==> config.mk <==
export PLATFORM = sky130hd
export DESIGN_NAME = alu_mul_seq
export DESIGN_NICKNAME = d
export VERILOG_FILES = /design/src/rtl/alu_pkg.sv /design/src/rtl/alu_mul_seq.sv
export SDC_FILE = /design/constraint.sdc
export NUM_CORES = 1
export LEC_CHECK = 0
export ABC_CLOCK_PERIOD_IN_PS = 3800
export BUFFER_PORTS_ARGS = -buffer_cell sky130_fd_sc_hd__buf_4
export CORE_MARGIN = 5
export CORE_UTILIZATION = 46
export DETAILED_ROUTE_END_ITERATION = 8
export PLACE_DENSITY = 0.8
export SLEW_MARGIN = 10
export SYNTH_ARGS = -nofsm -noshare
export SYNTH_HDL_FRONTEND = slang
export SYNTH_SLANG_ARGS = --single-unit
export TNS_END_PERCENT = 5
==> constraint.sdc <==
create_clock -name clk -period 3.8 [get_ports clk]
set_clock_uncertainty 0.05 [all_clocks]
set_input_delay 0.19 -clock clk [delete_from_list [all_inputs] [get_ports clk]]
set_output_delay 0.19 -clock clk [all_outputs]
set_load 0.02 [all_outputs]
==> src/rtl/alu_pkg.sv <==
// Shared ALU operation encodings and the multiply sequencer state type.
package alu_pkg;

  localparam logic [2:0] ALU_AND = 3'b000;
  localparam logic [2:0] ALU_OR  = 3'b001;
  localparam logic [2:0] ALU_ADD = 3'b010;
  localparam logic [2:0] ALU_SUB = 3'b011;
  localparam logic [2:0] ALU_SLT = 3'b100;

  typedef enum logic [1:0] {
    IDLE = 2'd0,
    RUN  = 2'd1,
    DONE = 2'd2
  } state_e;

endpackage

==> src/rtl/alu_mul_seq.sv <==
// Shift-add multiplier that borrows the pipeline ALU for each partial-product add.
// Returns the low WIDTH bits of op_a*op_b, valid for unsigned and two's-complement operands.
module alu_mul_seq
  import alu_pkg::*;
#(
  parameter int WIDTH = 32
) (
  input  logic             clk,
  input  logic             rst,
  input  logic             start,
  input  logic [WIDTH-1:0] op_a,
  input  logic [WIDTH-1:0] op_b,
  output logic             busy,
  output logic             done,
  output logic [WIDTH-1:0] result,
  output logic             alu_req,
  input  logic             alu_gnt,
  output logic [WIDTH-1:0] alu_a,
  output logic [WIDTH-1:0] alu_b,
  output logic [2:0]       alu_ctrl,
  input  logic [WIDTH-1:0] alu_out
);

  state_e           state;
  state_e           state_nxt;
  logic [WIDTH-1:0] acc;
  logic [WIDTH-1:0] mcand;
  logic [WIDTH-1:0] mplier;
  logic             step;

  always_ff @(posedge clk or posedge rst) begin
    if (rst) begin
      state <= IDLE;
    end else begin
      state <= state_nxt;
    end
  end

  // An add step advances only when granted; an un-granted request holds all state
  // so the same operands are presented again on the next cycle.
  always_comb begin
    state_nxt = state;
    busy      = 1'b0;
    done      = 1'b0;
    alu_req   = 1'b0;
    alu_a     = '0;
    alu_b     = '0;
    alu_ctrl  = ALU_AND;
    step      = 1'b0;
    case (state)
      IDLE: begin
        if (start) state_nxt = RUN;
      end
      RUN: begin
        busy = 1'b1;
        if (mplier == '0) begin
          state_nxt = DONE;
        end else if (mplier[0]) begin
          alu_req  = 1'b1;
          alu_a    = acc;
          alu_b    = mcand;
          alu_ctrl = ALU_ADD;
          step     = alu_gnt;
        end else begin
          step = 1'b1;
        end
      end
      DONE: begin
        busy      = 1'b1;
        done      = 1'b1;
        state_nxt = IDLE;
      end
      default: state_nxt = IDLE;
    endcase
  end

  always_ff @(posedge clk or posedge rst) begin
    if (rst) begin
      acc    <= '0;
      mcand  <= '0;
      mplier <= '0;
      result <= '0;
    end else begin
      if (state == IDLE && start) begin
        mcand  <= op_a;
        mplier <= op_b;
        acc    <= '0;
      end else if (step) begin
        if (alu_req) acc <= alu_out;
        mcand  <= mcand << 1;
        mplier <= mplier >> 1;
      end
      // Result is captured as the FSM leaves RUN so it is already valid while done is high.
      if (state == RUN && state_nxt == DONE) begin
        result <= acc;
      end
    end
  end

endmodule

After elaboration in Yosys (flattened, before gate mapping). Cells that the tools add are included.

Flip-flop bits (word level): 130. Latch bits: 0. Bits in writable memories: 0. Bits in read-only memories: 0. Output and inout bits: 102. Word-level logic and storage cells: 43. Memories kept: 0.

Add/sub/neg operators: 0. $mul: 0. Div/mod/pow operators: 0. Magnitude comparators: 0. Eq/ne operators: 3. Shift operators: 0. Muxes and demuxes: 27. Bitwise gates (word level): 0. Reductions and logical operators: 8.

Operator list (count): 2-to-1 mux 32 bit (13); zero test 32 bit (1); 2-to-1 mux 2 bit (5); 2-to-1 mux 1 bit (8); == test 2 bit, second input constant (2); one-hot mux 2 bit (2 select lines) (1); nonzero test 2 bit (2); == test 2 x 1 -> 1 bit, second input constant (1); logical AND 1 bit (2); zero test 2 bit (1); AND reduction 2 bit (1); OR reduction 2 bit (1).

Longest topological paths before layout.
Depth in word-level cells: 6. Mapped depth: 9.

Worst setup path before layout. OpenSTA, ideal clock, no wires.

Path type: register -> register. From: reg mplier[0]. To: reg mcand[10]. Arrival time: 1847 ps. Required time: 3625 ps. Path slack: 1779 ps. Stages on the path, launching flop included: 6. Path through: dfrtp_1 > nor4_1 > nand4_2 > o2111ai_4 > buf_6 > mux2_2.

Longest elaborated chain between the ends: 4.

Ends and longest elaborated chain: from (decl) (line alu_mul_seq.sv:28) `logic [WIDTH-1:0] mplier;`; from (signal assigned) (line alu_mul_seq.sv:86) `mplier <= op_b;`; from (signal assigned) (line alu_mul_seq.sv:91) `mplier <= mplier >> 1;`; zero test 32 bit or 2-to-1 mux 1 bit (tied branches) (line alu_mul_seq.sv:56, alu_mul_seq.sv:58); 2-to-1 mux 1 bit * (line alu_mul_seq.sv:56) `if (mplier == '0) begin`; 2-to-1 mux 1 bit * (line alu_mul_seq.sv:50) `case (state)`; nonzero test 2 bit (no line) *; to (signal assigned) (line alu_mul_seq.sv:85) `mcand <= op_a;`; to (signal assigned) (line alu_mul_seq.sv:90) `mcand <= mcand << 1;`; to (decl) (line alu_mul_seq.sv:27) `logic [WIDTH-1:0] mcand;`.

Mark *: on every way between the ends. The rest lies on a longest branch, timed or not. A chain may end at the register's enable or synchronous reset.

Final worst setup path.
From: reg state[1]. To: out alu_b[31].

Longest elaborated chain between the ends: 2.

Ends and longest elaborated chain: from (decl) (line alu_mul_seq.sv:24) `state_e state;`; from (signal assigned) (line alu_mul_seq.sv:35) `state <= state_nxt;`; == test 2 x 1 -> 1 bit (line alu_mul_seq.sv:50); 2-to-1 mux 32 bit (line alu_mul_seq.sv:50); to (decl) (line alu_mul_seq.sv:19) `output logic [WIDTH-1:0] alu_b,`.

No other way between the ends.

==> results by group <==
Worst setup path
  • Worst reg2reg path endpoint: result[27]
  • Crit-path slowest cell: ha_2
  • R2r setup slk: 1.23 ns
  • Worst path top cell family by delay: buffers and inverters
  • Critical path class: flip-flop to primary output
  • Crit-path most repeated cell: buf_4
  • Worst reg2reg path depth: 7
  • Critical Path Start: state[1]
  • Worst path cell trace: inv_1 -> ha_2 -> buf_4 -> and3_1 -> buf_4
  • Worst path arrival time: ~2.4 ns
  • WP buf/inv: 3
  • Slowest stage delay, CP: 0.57 ns
  • Crit end category: primary output
  • CP required: ~3.6 ns
  • Reg-to-reg critical path startpoint: state[0]
  • CP Capture Point: alu_b[31]
  • Crit path launch type: flip-flop
  • CP Depth: 5
  • CP Max Fanout: 39

Floorplanning
  • Ports: 202
  • Die height: 128 um
  • Core Area: 0.0137 mm2
  • Initial Utilization: 46.5%
  • Chip width: 128 um
  • Row count: 43
  • Die ar.: ~0.016 mm2

Clock tree
  • H-tree lvl count: 4
  • Clock sinks: 130
  • Post-CTS Setup Inserts: 0
  • CTS Hold Bufs: 33
  • Worst-path clk slew: about 0.060 ns
  • Clk Latency, worst-skew pair: 0.41 ns
  • CTS buffer count: 17
  • Clock root buffer: clkbuf_16
  • CTS tree: yes
  • Post-CTS Resized: 0
  • Longest Clk Path Bufs: 2

Power and ir drop
  • Leak: approximately 4.8 nW
  • VDD IR-drop max: 0.000311 V
  • Total power: approximately 0.0059 W
  • Power Density: ~670 mW/mm2

Timing
  • Slew @ Worst Pin: 1.04 ns
  • Minimum clock period: roughly 2.7 ns
  • Peak Freq: 0.373 GHz
  • Final hold slack: -0.0250 ns
  • Fin. Hold Viols: 10
  • Post-Route Setup TNS: 0 ns
  • RSZ-0062 raised after global routing: no
  • Max-slew headroom: 30.8%
  • Final setup viols: 0
  • Final Worst Setup Slack: 1.12 ns
  • Tcrit/Tclk final: 70.5%
  • Fin. max-slew vios: 0

Outcome
  • Status: finished, violations left
  • Violated checks: hold timing

Global routing
  • Initial antenna violation count: 0
  • Pin count of the biggest net entering global routing: 97
  • Total gr overflow: 0
  • Gr usage total: 21.6%
  • Vias in the first global route: 5610
  • First-pass GRT wire length: about 28 mm

Yosys
  • Synth unique cells: 25
  • Top cells by count, synth: nand2_1 (257), dfrtp_1 (130), mux2_2 (80)
  • Synth area leader: dfrtp_1
  • Seq/Total Area, Yosys: 51.0%
  • Synth Register Bits: 130
  • Post-synthesis xor/xnor area fraction: 0%
  • Post-Syn Area per Cell: 9.63 um2
  • Top cell type's share of synthesized area: 51.0%
  • Count leader, synth: nand2_1
  • Synth area leaders: dfrtp_1 (51%), nand2_1 (15%), mux2_2 (14%)
  • Cells after Synth: 662
  • Main synth FF type: dfrtp_1
  • Cell area after synthesis: 0.00637 mm2
  • Async set-or-reset flop fraction in the synthesized netlist: between 90% and 100%
  • Main combinational cell family by area after synthesis: simple AND/OR/NAND/NOR gates
  • Yosys warns: 0
  • Synth Area in Compound Gates: ~4.0%
  • Mux share of post-synthesis cell area: 16.6%
  • Synth Area in Adders: 0.589%
  • Post-synth EDFFs: 0
  • Simple-Gate Fraction of Synth Area: 23.1%

Drt
  • Via density: 5.09
  • Final WL: 17.7 mm
  • Drc violations: 0
  • Via count: 5426
  • WL per Instance: 16.7 um
  • Antenna-violating nets left: 0
  • Initial detailed-routing violation count: around 380
  • DRT Pass-1 Iters: 5

Cells and area
  • Fin util: 64.2%
  • Share of cells above drive strength 1: 37.2%
  • Antenna cells: 0
  • Final-stage net count: between 900 and 1000
  • Area Overhead vs Synth: 38.2%

Placement
  • Pre-CTS WS: 1.20 ns
  • GPL Wtd Cong: approximately 0.80
  • Post-DP HPWL: 11.3 mm
  • Port bufs: between 150 and 200

Flow run
  • Max Cap Viol: 0

Min path
  • Type of the most critical hold path: input port to asynchronous set/reset pin
[sequential cells by signal, indices dropped and copies added (netlist names)]
name	count
mcand	32
mplier	32
result	32
acc	32
state	2
[through the flow]
stage | instance area [um2] | std cells
finish | 8810 | 1065
global route | 8810 | 1065
CTS | 8810 | 1065
floorplan | 6380 | 663
detailed placement | 7910 | 1000
global placement | 7910 | 1000
[how the worst min path moves through the flow]
| stage | to | start |
|---|---|---|
| final | result[8] | rst |
| after CTS | mplier[31] | op_b[31] |
| after detailed placement | acc[29] | alu_out[29] |
| after floorplan | acc[0] | alu_out[0] |
| after global placement | acc[28] | alu_out[28] |
| after global routing | mplier[31] | op_b[31] |
[area by class of cell]
class	instances	area [um2]
well taps	180	225
clock buffers	19	443
fillers	1163	4910
repair buffers	242	1900
multi-input cells	476	2840
inverters	5	21.3
clock inverters	13	128
flip-flops and latches	130	3250
[cells by family (layout without fill, tap and decap cells)]
group | after synthesis | count (layout)
mux | 94 | 94
compound gates | 41 | 41
fa+ha+maj | 3 | 3
flops | 130 | 130
simple gates | 336 | 336
buf+inv | 57 | 279
other cells | 1 | 2
[metal layers]
metal  vias to the layer above  track usage, %  share of wire, %
li1                       2610               -                 -
met1                      2600            27.6                42
met2                       186            34.9                48
met3                        30            6.75               7.6
met4                         0            7.87               2.5
met5                         -               0                 0
[power by group]
part,leakage [nW],total (W),internal (W),switching [W]
clock network,0.271,0.00156,0.000928,0.000634
registers,1.70,0.00216,0.00184,0.000323
logic,2.80,0.00220,0.000987,0.00122
[cell usage in the layout (no fill, tap or decap)]
master,count
clkinv_4,4
o21a_1,1
o32ai_1,1
and2_1,1
mux2_2,80
a21oi_1,32
clkbuf_16,17
clkinvlp_4,3
bufinv_16,1
inv_6,4
conb_1,2
clkbuf_1,1
inv_1,4
o21ai_0,2
and3_1,65
o31ai_4,1
o2111ai_4,1
nand4_1,1
clkbuf_8,1
and2_4,1
nand2_1,256
inv_4,1
clkinv_2,1
buf_4,209
nand2b_1,1
dfrtp_2,1
a21boi_0,2
mux2_1,14
nor4_1,8
nand2_2,1
dlygate4sd3_1,33
nand4_2,2
a22oi_1,1
ha_1,2
dfrtp_1,129
ha_2,1
No activity file was read; power rests on OpenSTA's default activity.
